==> src/rtl/core_pkg.sv <==
// Shared types for the front end of the core: machine width, the
// {pc, instr} record handed to decode, and the fetch controller states.
package core_pkg;

    localparam int XLEN = 32;

    typedef struct packed {
        logic [XLEN-1:0] pc;
        logic [XLEN-1:0] instr;
    } fetch_entry_t;

    typedef enum logic {
        FETCH,
        DRAIN
    } fetch_state_e;

endpackage

==> src/rtl/sync_fifo.sv <==
// Single-clock FIFO with synchronous clear and simultaneous push/pop.
// The head word is read combinationally from storage.
module sync_fifo #(
    parameter int WIDTH = 32,
    parameter int DEPTH = 2
) (
    input  logic                       clk,
    input  logic                       rst,
    input  logic                       clear,
    input  logic                       push,
    input  logic [WIDTH-1:0]           push_data,
    input  logic                       pop,
    output logic [WIDTH-1:0]           head,
    output logic [$clog2(DEPTH+1)-1:0] count,
    output logic                       empty,
    output logic                       full
);

    localparam int PW = (DEPTH > 1) ? $clog2(DEPTH) : 1;
    localparam int CW = $clog2(DEPTH+1);

    logic [WIDTH-1:0] mem [DEPTH];
    logic [PW-1:0]    wr_ptr;
    logic [PW-1:0]    rd_ptr;
    logic             do_push;
    logic             do_pop;

    function automatic logic [PW-1:0] bump(input logic [PW-1:0] p);
        return (p == PW'(DEPTH-1)) ? '0 : p + PW'(1);
    endfunction

    assign empty   = (count == '0);
    assign full    = (count == CW'(DEPTH));
    assign do_pop  = pop && !empty;
    assign do_push = push && (!full || do_pop);
    assign head    = mem[rd_ptr];

    always_ff @(posedge clk) begin
        if (rst || clear) begin
            wr_ptr <= '0;
            rd_ptr <= '0;
            count  <= '0;
        end else begin
            if (do_push) wr_ptr <= bump(wr_ptr);
            if (do_pop)  rd_ptr <= bump(rd_ptr);
            case ({do_push, do_pop})
                2'b10:   count <= count + CW'(1);
                2'b01:   count <= count - CW'(1);
                default: count <= count;
            endcase
        end
    end

    // Storage needs no reset; the pointers decide what is live.
    always_ff @(posedge clk) begin
        if (do_push && !clear) mem[wr_ptr] <= push_data;
    end

    assert property (@(posedge clk) disable iff (rst || clear) !(push && full && !pop));
    assert property (@(posedge clk) disable iff (rst || clear) !(pop && empty));

endmodule

==> src/rtl/fetch_stage.sv <==
// Fetch stage: issues in-order imem reads from pc_in, tags responses with
// their PC and queues them for decode; a flush drops every in-flight fetch.
module fetch_stage
    import core_pkg::*;
#(
    parameter int FIFO_DEPTH      = 2,
    parameter int MAX_OUTSTANDING = 2
) (
    input  logic            clk,
    input  logic            rst,
    input  logic [XLEN-1:0] pc_in,
    output logic            pc_advance,
    input  logic            flush,
    output logic            imem_req_valid,
    input  logic            imem_req_ready,
    output logic [XLEN-1:0] imem_req_addr,
    input  logic            imem_rsp_valid,
    input  logic [XLEN-1:0] imem_rsp_data,
    output logic            id_valid,
    input  logic            id_ready,
    output logic [XLEN-1:0] id_pc,
    output logic [XLEN-1:0] id_instr
);

    localparam int OW = $clog2(MAX_OUTSTANDING+1);
    localparam int CW = $clog2(FIFO_DEPTH+1);

    fetch_state_e    state_q, state_d;
    logic [OW-1:0]   outstanding_q, outstanding_d;
    logic [OW-1:0]   drop_cnt_q, drop_cnt_d;
    logic            req_valid;
    logic            accept;
    logic            keep_rsp;
    logic            id_pop;

    logic [CW-1:0]   fifo_count;
    logic            fifo_empty;
    logic            fifo_full;
    fetch_entry_t    head_entry;
    fetch_entry_t    rsp_entry;

    logic [XLEN-1:0] addr_head;
    logic [OW-1:0]   aq_count;
    logic            aq_empty;
    logic            aq_full;

    always_ff @(posedge clk) begin
        if (rst) begin
            state_q       <= FETCH;
            outstanding_q <= '0;
            drop_cnt_q    <= '0;
        end else begin
            state_q       <= state_d;
            outstanding_q <= outstanding_d;
            drop_cnt_q    <= drop_cnt_d;
        end
    end

    // Credit check counts in-flight requests against free buffer slots so
    // that every response is guaranteed a place to land.
    always_comb begin
        state_d       = state_q;
        outstanding_d = outstanding_q;
        drop_cnt_d    = drop_cnt_q;

        req_valid = !rst && !flush && (state_q == FETCH)
                 && (int'(outstanding_q) + int'(fifo_count) < FIFO_DEPTH)
                 && (int'(outstanding_q) < MAX_OUTSTANDING);
        accept    = req_valid && imem_req_ready;
        keep_rsp  = imem_rsp_valid && !flush && (drop_cnt_q == '0);

        case ({accept, imem_rsp_valid})
            2'b10:   outstanding_d = outstanding_q + OW'(1);
            2'b01:   outstanding_d = outstanding_q - OW'(1);
            default: outstanding_d = outstanding_q;
        endcase

        if (flush) begin
            drop_cnt_d = imem_rsp_valid ? outstanding_q - OW'(1) : outstanding_q;
            state_d    = (drop_cnt_d != '0) ? DRAIN : FETCH;
        end else begin
            if (imem_rsp_valid && (drop_cnt_q != '0)) drop_cnt_d = drop_cnt_q - OW'(1);
            if (state_q == DRAIN && drop_cnt_d == '0) state_d = FETCH;
        end
    end

    assign imem_req_valid = req_valid;
    assign pc_advance     = accept;
    assign imem_req_addr  = {pc_in[XLEN-1:2], 2'b00};

    assign id_valid = !fifo_empty;
    assign id_pop   = id_valid && id_ready && !flush;
    assign id_pc    = id_valid ? head_entry.pc    : '0;
    assign id_instr = id_valid ? head_entry.instr : '0;

    assign rsp_entry.pc    = addr_head;
    assign rsp_entry.instr = imem_rsp_data;

    sync_fifo #(
        .WIDTH ($bits(fetch_entry_t)),
        .DEPTH (FIFO_DEPTH)
    ) u_instr_buf (
        .clk       (clk),
        .rst       (rst),
        .clear     (flush),
        .push      (keep_rsp),
        .push_data (rsp_entry),
        .pop       (id_pop),
        .head      (head_entry),
        .count     (fifo_count),
        .empty     (fifo_empty),
        .full      (fifo_full)
    );

    // Address queue is never cleared by flush: dropped responses still pop it.
    sync_fifo #(
        .WIDTH (XLEN),
        .DEPTH (MAX_OUTSTANDING)
    ) u_addr_q (
        .clk       (clk),
        .rst       (rst),
        .clear     (1'b0),
        .push      (accept),
        .push_data (pc_in),
        .pop       (imem_rsp_valid),
        .head      (addr_head),
        .count     (aq_count),
        .empty     (aq_empty),
        .full      (aq_full)
    );

    assert property (@(posedge clk) disable iff (rst) imem_rsp_valid |-> (outstanding_q != '0));
    assert property (@(posedge clk) disable iff (rst) drop_cnt_q <= outstanding_q);
    assert property (@(posedge clk) disable iff (rst) aq_count == outstanding_q);
    assert property (@(posedge clk) disable iff (rst) imem_rsp_valid |-> !aq_empty);
    assert property (@(posedge clk) disable iff (rst) !(accept && aq_full));
    assert property (@(posedge clk) disable iff (rst) keep_rsp |-> (!fifo_full || id_pop));

endmodule

==> config.mk <==
export PLATFORM = sky130hd
export DESIGN_NAME = fetch_stage
export DESIGN_NICKNAME = d
export VERILOG_FILES = /design/src/rtl/core_pkg.sv /design/src/rtl/sync_fifo.sv /design/src/rtl/fetch_stage.sv
export SDC_FILE = /design/constraint.sdc
export NUM_CORES = 1
export LEC_CHECK = 0
export BUFFER_PORTS_ARGS = -buffer_cell sky130_fd_sc_hd__clkbuf_2
export CAP_MARGIN = 10
export CORE_MARGIN = 2
export CORE_UTILIZATION = 50
export CTS_CLUSTER_DIAMETER = 50
export CTS_CLUSTER_SIZE = 8
export DETAILED_ROUTE_END_ITERATION = 10
export PLACE_DENSITY = 0.84
export SYNTH_ARGS = -nofsm -noshare
export SYNTH_HDL_FRONTEND = slang
export SYNTH_HIERARCHICAL = 1
export SYNTH_SLANG_ARGS = --single-unit
==> constraint.sdc <==
create_clock -name clk -period 7.65 [get_ports clk]
set_input_delay 1.53 -clock clk [delete_from_list [all_inputs] [get_ports clk]]
set_output_delay 1.53 -clock clk [all_outputs]
set_load 0.005 [all_outputs]
Yosys cells after proc, flatten, opt, wreduce, memory -nomap -nowiden --
Memories as Yosys holds them, arrays and structs flattened. A register that Yosys moved wholly into a read port is not among the register bits. Cells that the tools add are included. W data, S select, Z words.
Storage, ports and cells: output and inout port bits 99, memories kept 2, register bits after elaboration 13, bits in writable memories 192, bits in read-only memories 0, input port bits 70, logic and storage cells 93, bits in latches 0
Memories:
- u_instr_buf.mem | depth 2, bits a word 64, read ports 1, clocked after memory_dff 1, write ports 1, line sync_fifo.sv:22 | logic [WIDTH-1:0] mem [DEPTH];
- u_addr_q.mem | depth 2, bits a word 32, read ports 1, clocked after memory_dff 1, write ports 1, line sync_fifo.sv:22
Cells by class: reduce and logical (&&, ||, !) cells 35, bitwise logic cells 1, div/mod/pow operators 0, order comparisons 2, equal/unequal tests 8, multipliers 0, $add $sub $neg 12, mux-type cells 24, shift-type cells 0
Operator list (number):
- $mux W32 | 2
- $logic_and A1 B1 Y1 | 16
- $mux W1 | 15
- $pmux W2 S2 | 3
- $reduce_bool A2 Y1 | 6
- $eq A2 B2 Y1 const B | 5
- $logic_not A2 Y1 | 4
- $mux W2 | 4
- $sub A2 B1 Y2 const B | 4
- $add A2 B1 Y2 const B | 3
- $eq A2 B1 Y1 const B | 3
- $logic_not A1 Y1 | 6
- $add A1 B1 Y1 const B | 4
- $add A2 B2 Y3 | 1
- $logic_or A1 B1 Y1 | 3
- $lt A3 B2 Y1 const B | 1
- $lt A2 B2 Y1 const B | 1
- $not A1 Y1 | 1

Longest topological paths before layout --
Gate-level depths: netlist (run 1).
word-level depth 10, gate-level depth with buffers 10, depth with buffers taken out 9

Hierarchy --
The synthesis (run 1) kept the hierarchy.
By module, submodules not included:
- sync_fifo at u_instr_buf | times used 1, cells each 228, area each 4875.9 µm², seq. area each 3943.8 µm²
- sync_fifo at u_addr_q | times used 1, cells each 129, area each 2570.0 µm², seq. area each 2021.9 µm²
- fetch_stage | times used 1, cells each 148, area each 1043.5 µm², seq. area each 100.1 µm²

Least setup slack after synthesis (run 1) --
Ideal clock, no wire load.
path kind input to register, start input flush, end memory u_instr_buf/mem[1][0] in the netlist's numbering (enable), required time 7.071 ns, setup time 0.579 ns, cell stages on the path 4, buffers on the path 1, path slack 0.229 ns, arrival time 6.841 ns, path through buf_2 nor3b_1 o31ai_2 nor3b_1
On the way: longest elaborated chain between the ends 8, elaborated cells on any way between the ends 10, classes of those cells mux: 2; reduce/logical: 8
RTL lines:
- start: declaration | line fetch_stage.sv:13 | input logic flush,
- $logic_not A1 Y1 | line fetch_stage.sv:92 | assign id_pop = id_valid && id_ready && !flush;
- $logic_and A1 B1 Y1 | line fetch_stage.sv:92
- net id_pop | line fetch_stage.sv:34 | logic id_pop;
- $logic_and A1 B1 Y1 | line sync_fifo.sv:34 | assign do_pop = pop && !empty;
- $logic_or A1 B1 Y1 | line sync_fifo.sv:35 | assign do_push = push && (!full || do_pop);
- $logic_and A1 B1 Y1 | line sync_fifo.sv:35
- $logic_and A1 B1 Y1 | line sync_fifo.sv:56 | if (do_push && !clear) mem[wr_ptr] <= push_data;
- $mux W1 | line sync_fifo.sv:56
- $mux W1 (not written as such) | line sync_fifo.sv:56
- end: declaration | line sync_fifo.sv:22
The timed path passes the listed nets, and every way through them passes these cells.

Worst setup path in the final report (run 1) --
start input flush, end output pc_advance
On the way: longest elaborated chain between the ends 6
RTL lines:
- $logic_not A1 Y1 | line fetch_stage.sv:66 | req_valid = !rst && !flush && (state_q == FETCH)
- $logic_and A1 B1 Y1 (2 in a row) | line fetch_stage.sv:66
- $logic_and A1 B1 Y1 | line fetch_stage.sv:67 | && (int'(outstanding_q) + int'(fifo_count) < FIFO_DEPTH)
- $logic_and A1 B1 Y1 | line fetch_stage.sv:68 | && (int'(outstanding_q) < MAX_OUTSTANDING);
- $logic_and A1 B1 Y1 | line fetch_stage.sv:69 | accept = req_valid && imem_req_ready;
- end: declaration | line fetch_stage.sv:12 | output logic pc_advance,
No other way between the ends.

==> results of run 1 <==
[path summary, 6_finish.rpt]
path,from,endpoint,slack (ps),cells after the start
worst min register to register,u_instr_buf/wr_ptr,u_instr_buf/wr_ptr,530,2
worst min-delay path,u_instr_buf/wr_ptr,u_instr_buf/wr_ptr,530,2
worst max-delay path,flush,pc_advance,3160,5
worst max register to register,u_instr_buf/count[0],u_addr_q/mem[1][21],4420,8
[per-stage QoR]
step | power, mW | utilization (%)
final | 2.54 | 61.4
after global routing | 2.62 | 61.4
after CTS | 2.57 | 61.4
after detailed placement | 1.40 | 56.3
after global placement | 1.39 | 56.3
after floorplan | 1.36 | -
[cell usage in the layout (no fill, tap or decap), types with 3 or more instances in the layout]
master,n
edfxtp_1,192
clkbuf_2,166
mux2_2,94
nor2b_1,65
clkbuf_16,31
dfxtp_1,13
clkbuf_1,10
conb_1,9
nand2_1,8
nor2_1,7
nand2b_1,6
buf_4,6
inv_1,4
nor3_1,4
nor3_2,3
xor2_1,3
a211oi_1,3
or3_1,3
[per-layer routing]
metal / vias to the layer above / share of wire, % / global-route usage, %
met3: 27 / 5.8 / 3.78
met5: - / 0 / 0
li1: 2138 / - / -
met1: 2256 / 40 / 18.7
met4: 0 / 1.7 / 4.80
met2: 156 / 53 / 31.2
[registers in the layout, summed over array words and instances, names as in the netlist, named ones only]
name,flops
u_instr_buf/mem,128
u_addr_q/mem,64
drop_cnt_q,2
outstanding_q,2
u_addr_q/count,2
u_instr_buf/count,2
state_q,1
u_addr_q/rd_ptr,1
u_addr_q/wr_ptr,1
u_instr_buf/rd_ptr,1
u_instr_buf/wr_ptr,1
[area by class of cell]
cell class | count | area (um^2)
clock buffers | 43 | 841
clock inverters | 2 | 7.51
well taps | 220 | 275
fillers | 1246 | 6400
repair buffers | 172 | 876
flip-flops and latches | 207 | 6070
inverters | 6 | 22.5
multi-input cells | 245 | 2090
[power by group through the flow]
stage                     clock network, mW  logic [mW]  registers, mW
final                                  1.16       0.111           1.27
after global placement                    0       0.105           1.29
after floorplan                           0      0.0691           1.29
after global routing                   1.23       0.122           1.27
after detailed placement                  0       0.112           1.29
after CTS                              1.19       0.113           1.27
[critical path, cell delays in order]
cell      delay, ps
clkbuf_2        240
or4_4           570
nor3_2          190
and2_1          270
clkbuf_2        150
==> results.tsv, run 1 <==
stage	metric	value	unit
sta	hold slack	526	ps
sta	final worst slack	3160	ps
floorplan	Rows	47	
clock_network	CTS H-tree depth	1	
floorplan	Top-Level Pins	169	
routing	drt wl/cell	17.0	um
power	Reg power frac	50.0	%
routing	DRT Wirelength	15.2	mm
sta	final slew viol count	0	
clock_network	CTS resizes	0	
clock_network	Num CTS Buffers	30	
routing	Vias/cell	5.11	
placement	GPL Wtd Cong	0.726	
setup_path	crit path DAT	2960	ps
sta	FMAX	0.223	GHz
sta	setup_tns	0	ps
flow_run	Max Cap Violations	0	
power	Clock power frac	45.6	%
global_routing	All-Layer GR Usage	16.6	%
cells_and_area	post-route cell area	10200	um^2
sta	Worst Max-Slew Pin Slew	921	ps
sta	clk_skew	10.3	ps
routing	Final ANT Viol Nets	0	
clock_network	CTS clock-pin slew for the worst setup and hold paths	50	ps
setup_path	Crit path required time	6120	ps
cells_and_area	synth-to-layout area growth	20.2	%
yosys	Mean Syn Cell Area	16.9	um^2
global_routing	first-pass GRT wire length	23.5	mm
sta	final hold vios	0	
power	P per Cell Area	249	nW/um^2
status	status	finished clean	
sta	post-route minimum period	4490	ps
routing	Iter 0 DRT Violations	235	
routing	remaining routing DRC violations	0	
cells_and_area	final std cells w/o fill	895	
cells_and_area	Nets	735	
routing	Detailed Routing Iterations Pass 1	4	
power	Peak VDD IR	212	uV
setup_path	kind of critical path	primary input to output port	
clock_network	Clock Path Buffers	3	
power	Lkg Pwr	3.72	nW
placement	placed cells	850	
floorplan	height of the die	134	um
clock_network	TritonCTS Sinks	207	
clock_network	CTS tree	built	
sta	relative slew slack	38.6	%
global_routing	initial antenna violation count	0	
placement	Place WS	3180	ps
placement	port buffer count	166	
power	sw power	0.486	mW
floorplan	Core Box Area	16600	um^2
power	combinational share of power	4.4	%
setup_path	CP Max Fanout	18	
global_routing	largest net degree at the start of global routing	66	
cells_and_area	share of cells above drive strength 1	46.8	%
setup_path	Setup crit end kind	output port	
placement	Final HPWL DP	9.34	mm
floorplan	Die Width	134	um
yosys	YS warnings	6	
worst_hold_path	Worst Hold Class	flop to flop	
global_routing	Remaining Overflow, GRT	0	
sta	RSZ-0062 raised after global routing	no	
routing	Via Count	4577	
sta	Final setup viols	0	
clock_network	Root Buffer	clkbuf_16	
cells_and_area	Ant. Diodes	0	
sta	fin crit share	58.7	%
clock_network	Clk Latency, worst-skew pair	520	ps
clock_network	Hold-fix buffers, CTS	0	
floorplan	Total Die Area	18000	um^2
power	P_int	2.05	mW
floorplan	Initial Util	51.1	%
global_routing	vias in the first global route	4782	
power	Switching Fraction	19.2	%
yosys	Synth Instances	502	
yosys	synthesized area	8480	um^2
clock_network	Setup Buffers After CTS	0	
placement	placed cell area	9340	um^2
setup_path	startpoint types	primary input	
(Power assumes the default switching activity.)
==> run 2: changes to the inputs <==
--- a/config.mk
+++ b/config.mk
@@ -12,7 +12,7 @@
 export CTS_CLUSTER_DIAMETER = 50
 export CTS_CLUSTER_SIZE = 8
 export DETAILED_ROUTE_END_ITERATION = 10
-export PLACE_DENSITY = 0.84
+export PLACE_DENSITY = 0.82
 export SYNTH_ARGS = -nofsm -noshare
 export SYNTH_HDL_FRONTEND = slang
 export SYNTH_HIERARCHICAL = 1
==> constraint.sdc (replaced) <==
create_clock -name clk -period 4.5 [get_ports clk]
set_input_delay 0.9 -clock clk [delete_from_list [all_inputs] [get_ports clk]]
set_output_delay 0.9 -clock clk [all_outputs]
set_load 0.005 [all_outputs]
==> run 2 against run 1 <==
Net effect: power grew 65%; sequential power is 69% higher; wire length shrank 2.3%; critical endpoint unchanged; largest cell class unchanged.
==> results.tsv, run 2 (synthesized netlist as in run 1, its figures left out) <==
stage	metric	value	unit	change
status	status	finished clean		unchanged
setup_path	Setup crit end kind	output port		unchanged
cells_and_area	most frequent cells in the layout	192 x edfxtp_1, 166 x clkbuf_2, 94 x mux2_2		unchanged
routing	Detailed Routing Iterations Pass 1	4		unchanged
routing	Via Count	4563		was 4577
clock_network	CTS clock-pin slew for the worst setup and hold paths	50	ps	about the same
global_routing	largest net degree at the start of global routing	65		was 66
floorplan	Core Box Area	16600	um^2	unchanged
sta	final slew viol count	0		unchanged
global_routing	initial antenna violation count	0		unchanged
setup_path	CP Max Fanout	8		was 18
floorplan	height of the die	134	um	unchanged
setup_path	startpoint types	flop		was primary input
power	Total Power	4.19	mW	was 2.54 mW
cells_and_area	synth-to-layout area growth	19.5	%	was 20.2%
sta	Final setup viols	0		unchanged
clock_network	Clk Latency, worst-skew pair	520	ps	about the same
sta	post-route minimum period	3660	ps	
routing	Vias/cell	5.13		was 5.11
clock_network	Root Buffer	clkbuf_16		unchanged
global_routing	first-pass GRT wire length	23.2	mm	was 23.5 mm
floorplan	Rows	47		unchanged
cells_and_area	share of cells above drive strength 1	46.6	%	was 46.8%
routing	remaining routing DRC violations	0		unchanged
clock_network	Num CTS Buffers	29		was 30
cells_and_area	commonest non-fill, non-tap cell in the layout	edfxtp_1		unchanged
floorplan	Die Width	134	um	unchanged
cells_and_area	Largest register FFs	128		unchanged
clock_network	TritonCTS Sinks	207		unchanged
cells_and_area	# fillers	1252		was 1246
power	Peak VDD IR	302	uV	was 212 uV
sta	fin crit share	81.4	%	
sta	Worst Max-Slew Pin Slew	886	ps	was 921 ps
clock_network	CTS tree	built		unchanged
sta	FMAX	0.273	GHz	
global_routing	All-Layer GR Usage	16.3	%	was 16.6%
setup_path	kind of critical path	flop to output port		was primary input to output port
routing	DRT Wirelength	14.9	mm	was 15.2 mm
placement	GPL Wtd Cong	0.735		was 0.726
routing	Iter 0 DRT Violations	236		was 235
clock_network	CTS resizes	0		unchanged
floorplan	Top-Level Pins	169		unchanged
setup_path	Crit path required time	3600	ps	was 6120 ps
clock_network	Clock Path Buffers	3		unchanged
sta	setup_tns	0	ps	unchanged
clock_network	CTS H-tree depth	1		unchanged
global_routing	Remaining Overflow, GRT	0		unchanged
clock_network	Hold-fix buffers, CTS	0		unchanged
routing	Final ANT Viol Nets	0		unchanged
sta	relative slew slack	41.0	%	was 38.6%
floorplan	Total Die Area	18000	um^2	unchanged
sta	RSZ-0062 raised after global routing	no		unchanged
setup_path	crit path DAT	2760	ps	was 2960 ps
power	Lkg Pwr	3.69	nW	was 3.72 nW
flow_run	Max Cap Violations	0		unchanged
sta	clk_skew	7.36	ps	was 10.3 ps
cells_and_area	Nets	733		was 735
global_routing	vias in the first global route	4615		was 4782
cells_and_area	Biggest register	u_instr_buf/mem		unchanged
placement	Final HPWL DP	9.15	mm	was 9.34 mm
worst_hold_path	Worst Hold Class	flop to flop		unchanged
floorplan	Initial Util	51.1	%	unchanged
routing	drt wl/cell	16.7	um	was 17.0 um
power	P per Cell Area	414	nW/um^2	was 249 nW/um^2
clock_network	Setup Buffers After CTS	0		unchanged
sta	final hold vios	0		unchanged
placement	port buffer count	166		unchanged
cells_and_area	biggest registers after layout	u_instr_buf/mem x128, u_addr_q/mem x64		unchanged
cells_and_area	Ant. Diodes	0		unchanged
run 2: final cells by class:
cell class | count | area (um^2) | area share [%]
clock buffer | 40 | 767 | 7.57
clock inverter | 1 | 8.76 | 0.0864
inverter | 6 | 22.5 | 0.222
multi-input combinational | 245 | 2120 | 20.9
sequential | 207 | 6070 | 59.9
tap | 220 | 275 | 2.72
timing repair buffer | 171 | 868 | 8.57
run 2: worst paths after layout:
| kind | cells after the start | to | from | slack (ps) |
|---|---|---|---|---|
| max | 6 | pc_advance | u_instr_buf/count[0] | 840 |
| min reg2reg | 2 | flop | u_instr_buf/rd_ptr | 550 |
| min | 2 | flop | u_instr_buf/rd_ptr | 550 |
| max reg2reg | 8 | u_addr_q/mem[1][8] | u_instr_buf/count[0] | 1260 |
run 2: critical path, cell delays in order, from the launching register on:
cell and delay (ps):
dfxtp_1 520, and2_1 190, fa_1 400, or4_4 480
nor3_2 210, and2_1 290, clkbuf_2 160
run 2: power by group:
group / total, mW / internal (mW) / switching (mW)
clock: 1.85 / 1.15 / 0.694
combinational: 0.191 / 0.0880 / 0.103
sequential: 2.15 / 2.14 / 0.0160
total: 4.19 / 3.38 / 0.813
run 2: per-stage QoR:
stage | std cells | hold WS (ps) | utilization, % | worst slack, ps | area [um^2]
2_1_floorplan | 510 | 465 | - | 717 | 8540
3_3_place_gp | 849 | 509 | 56.4 | 1190 | 9360
3_5_place_dp | 849 | 530 | 56.4 | 1080 | 9360
4_1_cts | 890 | 536 | 61.1 | 792 | 10100
5_1_grt | 890 | 551 | 61.1 | 719 | 10100
6_report | 890 | 550 | 61.1 | 839 | 10100
run 2: layer usage:
layer	global-route usage, %	routed length [um]	up-vias
met5	0	0	-
met4	5.79	361	0
met3	2.99	869	29
met2	29.5	7560	155
met1	19.4	6070	2237
li1	-	-	2142
==> run 3: changes to the inputs <==
==> constraint.sdc (replaced) <==
create_clock -name clk -period 3.8 [get_ports clk]
set_input_delay 0.76 -clock clk [delete_from_list [all_inputs] [get_ports clk]]
set_output_delay 0.76 -clock clk [all_outputs]
set_load 0.005 [all_outputs]
==> run 3 against run 2 <==
Net effect: global-route usage is 0.30 points higher; largest cell class unchanged; critical path depth stayed put; sequential cell count stayed put; worst setup slack worse by 590 ps; non-clock buffer count stayed put; die area stayed put; via count is 1.3% lower; highest routed layer unchanged.
==> results.tsv, run 3 (synthesized netlist as in run 1, its figures left out) <==
stage	metric	value	unit	change
setup_path	kind of critical path	flop to output port		unchanged
cells_and_area	synth-to-layout area growth	21.1	%	was 19.5%
setup_path	Setup crit end kind	output port		unchanged
setup_path	Crit path required time	3040	ps	was 3600 ps
status	status	finished clean		unchanged
sta	final hold vios	0		unchanged
global_routing	vias in the first global route	4829		was 4615
placement	GPL Wtd Cong	0.724		was 0.735
setup_path	startpoint types	flop		unchanged
clock_network	CTS tree	built		unchanged
sta	Final setup viols	0		unchanged
floorplan	Core Box Area	16600	um^2	unchanged
routing	Via Count	4504		was 4563
routing	Vias/cell	5.05		was 5.13
setup_path	crit path DAT	2790	ps	was 2760 ps
flow_run	Max Cap Violations	0		unchanged
worst_hold_path	Worst Hold Class	primary input to flop		was flop to flop
global_routing	met3 Usage GRT	3.44	%	was 2.99%
global_routing	M1 GR Usage	19.2	%	was 19.4%
power	Peak VDD IR	299	uV	was 302 uV
global_routing	first-pass GRT wire length	23.8	mm	was 23.2 mm
clock_network	Clock Path Buffers	3		unchanged
cells_and_area	Layout Utilization	61.9	%	was 61.1%
clock_network	Num CTS Buffers	30		was 29
sta	final slew viol count	0		unchanged
global_routing	largest net degree at the start of global routing	65		unchanged
placement	port buffer count	166		unchanged
global_routing	gr busiest metal	met2		unchanged
clock_network	Hold-fix buffers, CTS	0		unchanged
floorplan	Total Die Area	18000	um^2	unchanged
global_routing	Remaining Overflow, GRT	0		unchanged
routing	remaining routing DRC violations	0		unchanged
power	Total Power	5.12	mW	was 4.19 mW
setup_path	CP Max Fanout	8		unchanged
global_routing	All-Layer GR Usage	16.6	%	was 16.3%
clock_network	CTS resizes	0		unchanged
sta	relative slew slack	38.6	%	was 41.0%
cells_and_area	biggest registers after layout	u_instr_buf/mem x128, u_addr_q/mem x64		unchanged
routing	Iter 0 DRT Violations	172		was 236
placement	Place WS	482	ps	was 1080 ps
floorplan	height of the die	134	um	unchanged
cells_and_area	share of cells above drive strength 1	46.9	%	was 46.6%
sta	FMAX	0.281	GHz	
cells_and_area	Ant. Diodes	0		unchanged
sta	Worst Max-Slew Pin Slew	921	ps	was 886 ps
cells_and_area	commonest non-fill, non-tap cell in the layout	edfxtp_1		unchanged
sta	fin crit share	93.5	%	
floorplan	Initial Util	51.1	%	unchanged
clock_network	Root Buffer	clkbuf_16		unchanged
global_routing	initial antenna violation count	0		unchanged
sta	setup_tns	0	ps	unchanged
placement	Final HPWL DP	9.66	mm	was 9.15 mm
routing	Final ANT Viol Nets	0		unchanged
routing	DRT Wirelength	15.0	mm	was 14.9 mm
clock_network	Setup Buffers After CTS	0		unchanged
clock_network	CTS H-tree depth	1		unchanged
sta	final worst slack	245	ps	was 839 ps
floorplan	Rows	47		unchanged
clock_network	Clk Latency, worst-skew pair	510	ps	was 520 ps
sta	clk_skew	9.08	ps	was 7.36 ps
power	P per Cell Area	499	nW/um^2	was 414 nW/um^2
power	Lkg Pwr	3.74	nW	was 3.69 nW
cells_and_area	most frequent cells in the layout	192 x edfxtp_1, 166 x clkbuf_2, 94 x mux2_2		unchanged
sta	RSZ-0062 raised after global routing	no		unchanged
routing	drt wl/cell	16.8	um	was 16.7 um
floorplan	Top-Level Pins	169		unchanged
clock_network	CTS clock-pin slew for the worst setup and hold paths	50	ps	about the same
cells_and_area	Largest register FFs	128		unchanged
cells_and_area	Nets	734		was 733
sta	post-route minimum period	3550	ps	
global_routing	M2 GR Usage	31.1	%	was 29.5%
cells_and_area	Biggest register	u_instr_buf/mem		unchanged
routing	Detailed Routing Iterations Pass 1	4		unchanged
clock_network	TritonCTS Sinks	207		unchanged
floorplan	Die Width	134	um	unchanged
-- run 3: changes by cell type in the layout (fill, tap and decap cells not counted) --
| cell | change |
|---|---|
| buf_4 | -5 |
| clkbuf_16 | +2 |
| buf_12 | +5 |
| clkbuf_1 | -2 |
| clkinv_1 | +1 |
| bufinv_16 | +1 |
| inv_6 | -1 |
| clkinv_2 | +1 |
-- run 3: stage by stage --
stage / cell area [um^2] / hold WS [ps] / cells
after CTS: 10300 / 416 / 892
after floorplan: 8540 / 465 / 510
after global routing: 10300 / 417 / 892
after global placement: 9420 / 504 / 849
final: 10300 / 437 / 892
after detailed placement: 9420 / 521 / 849
-- run 3: worst paths after layout --
| check | cells after the start | to | start | slack (ps) |
|---|---|---|---|---|
| hold / removal | 1 | u_instr_buf/mem[0][6] | imem_rsp_data[6] | 440 |
| setup reg to reg | 8 | u_addr_q/mem[1][10] | u_instr_buf/count[0] | 490 |
| hold reg to reg | 2 | u_instr_buf/wr_ptr | u_instr_buf/wr_ptr | 530 |
| setup / recovery | 6 | pc_advance | u_instr_buf/count[0] | 250 |
-- run 3: layer usage --
layer  part of all wire (%)  vias up
li1                       -     2143
met1                     41     2190
met2                     52      150
met3                    5.9       21
met4                    1.4        0
met5                      0        -
-- run 3: where the power goes --
group	switching, mW	internal (mW)
Sequential	0.0198	2.53
Combinational	0.122	0.108
Clock	0.827	1.51
Total	0.968	4.16
-- run 3: layout make-up --
cell class | count | area, um^2
well taps | 220 | 275
fillers | 1226 | 6320
flip-flops and latches | 207 | 6070
inverters | 6 | 22.5
repair buffers | 171 | 931
clock buffers | 40 | 810
clock inverters | 3 | 38.8
multi-input cells | 245 | 2120
-- run 3: worst max-delay path, cell delays in order (launching register included) --
cell and delay [ps]:
dfxtp_1 520, and2_1 200, fa_1 430, or4_4 490
nor3_2 190, and2_1 290, clkbuf_2 160
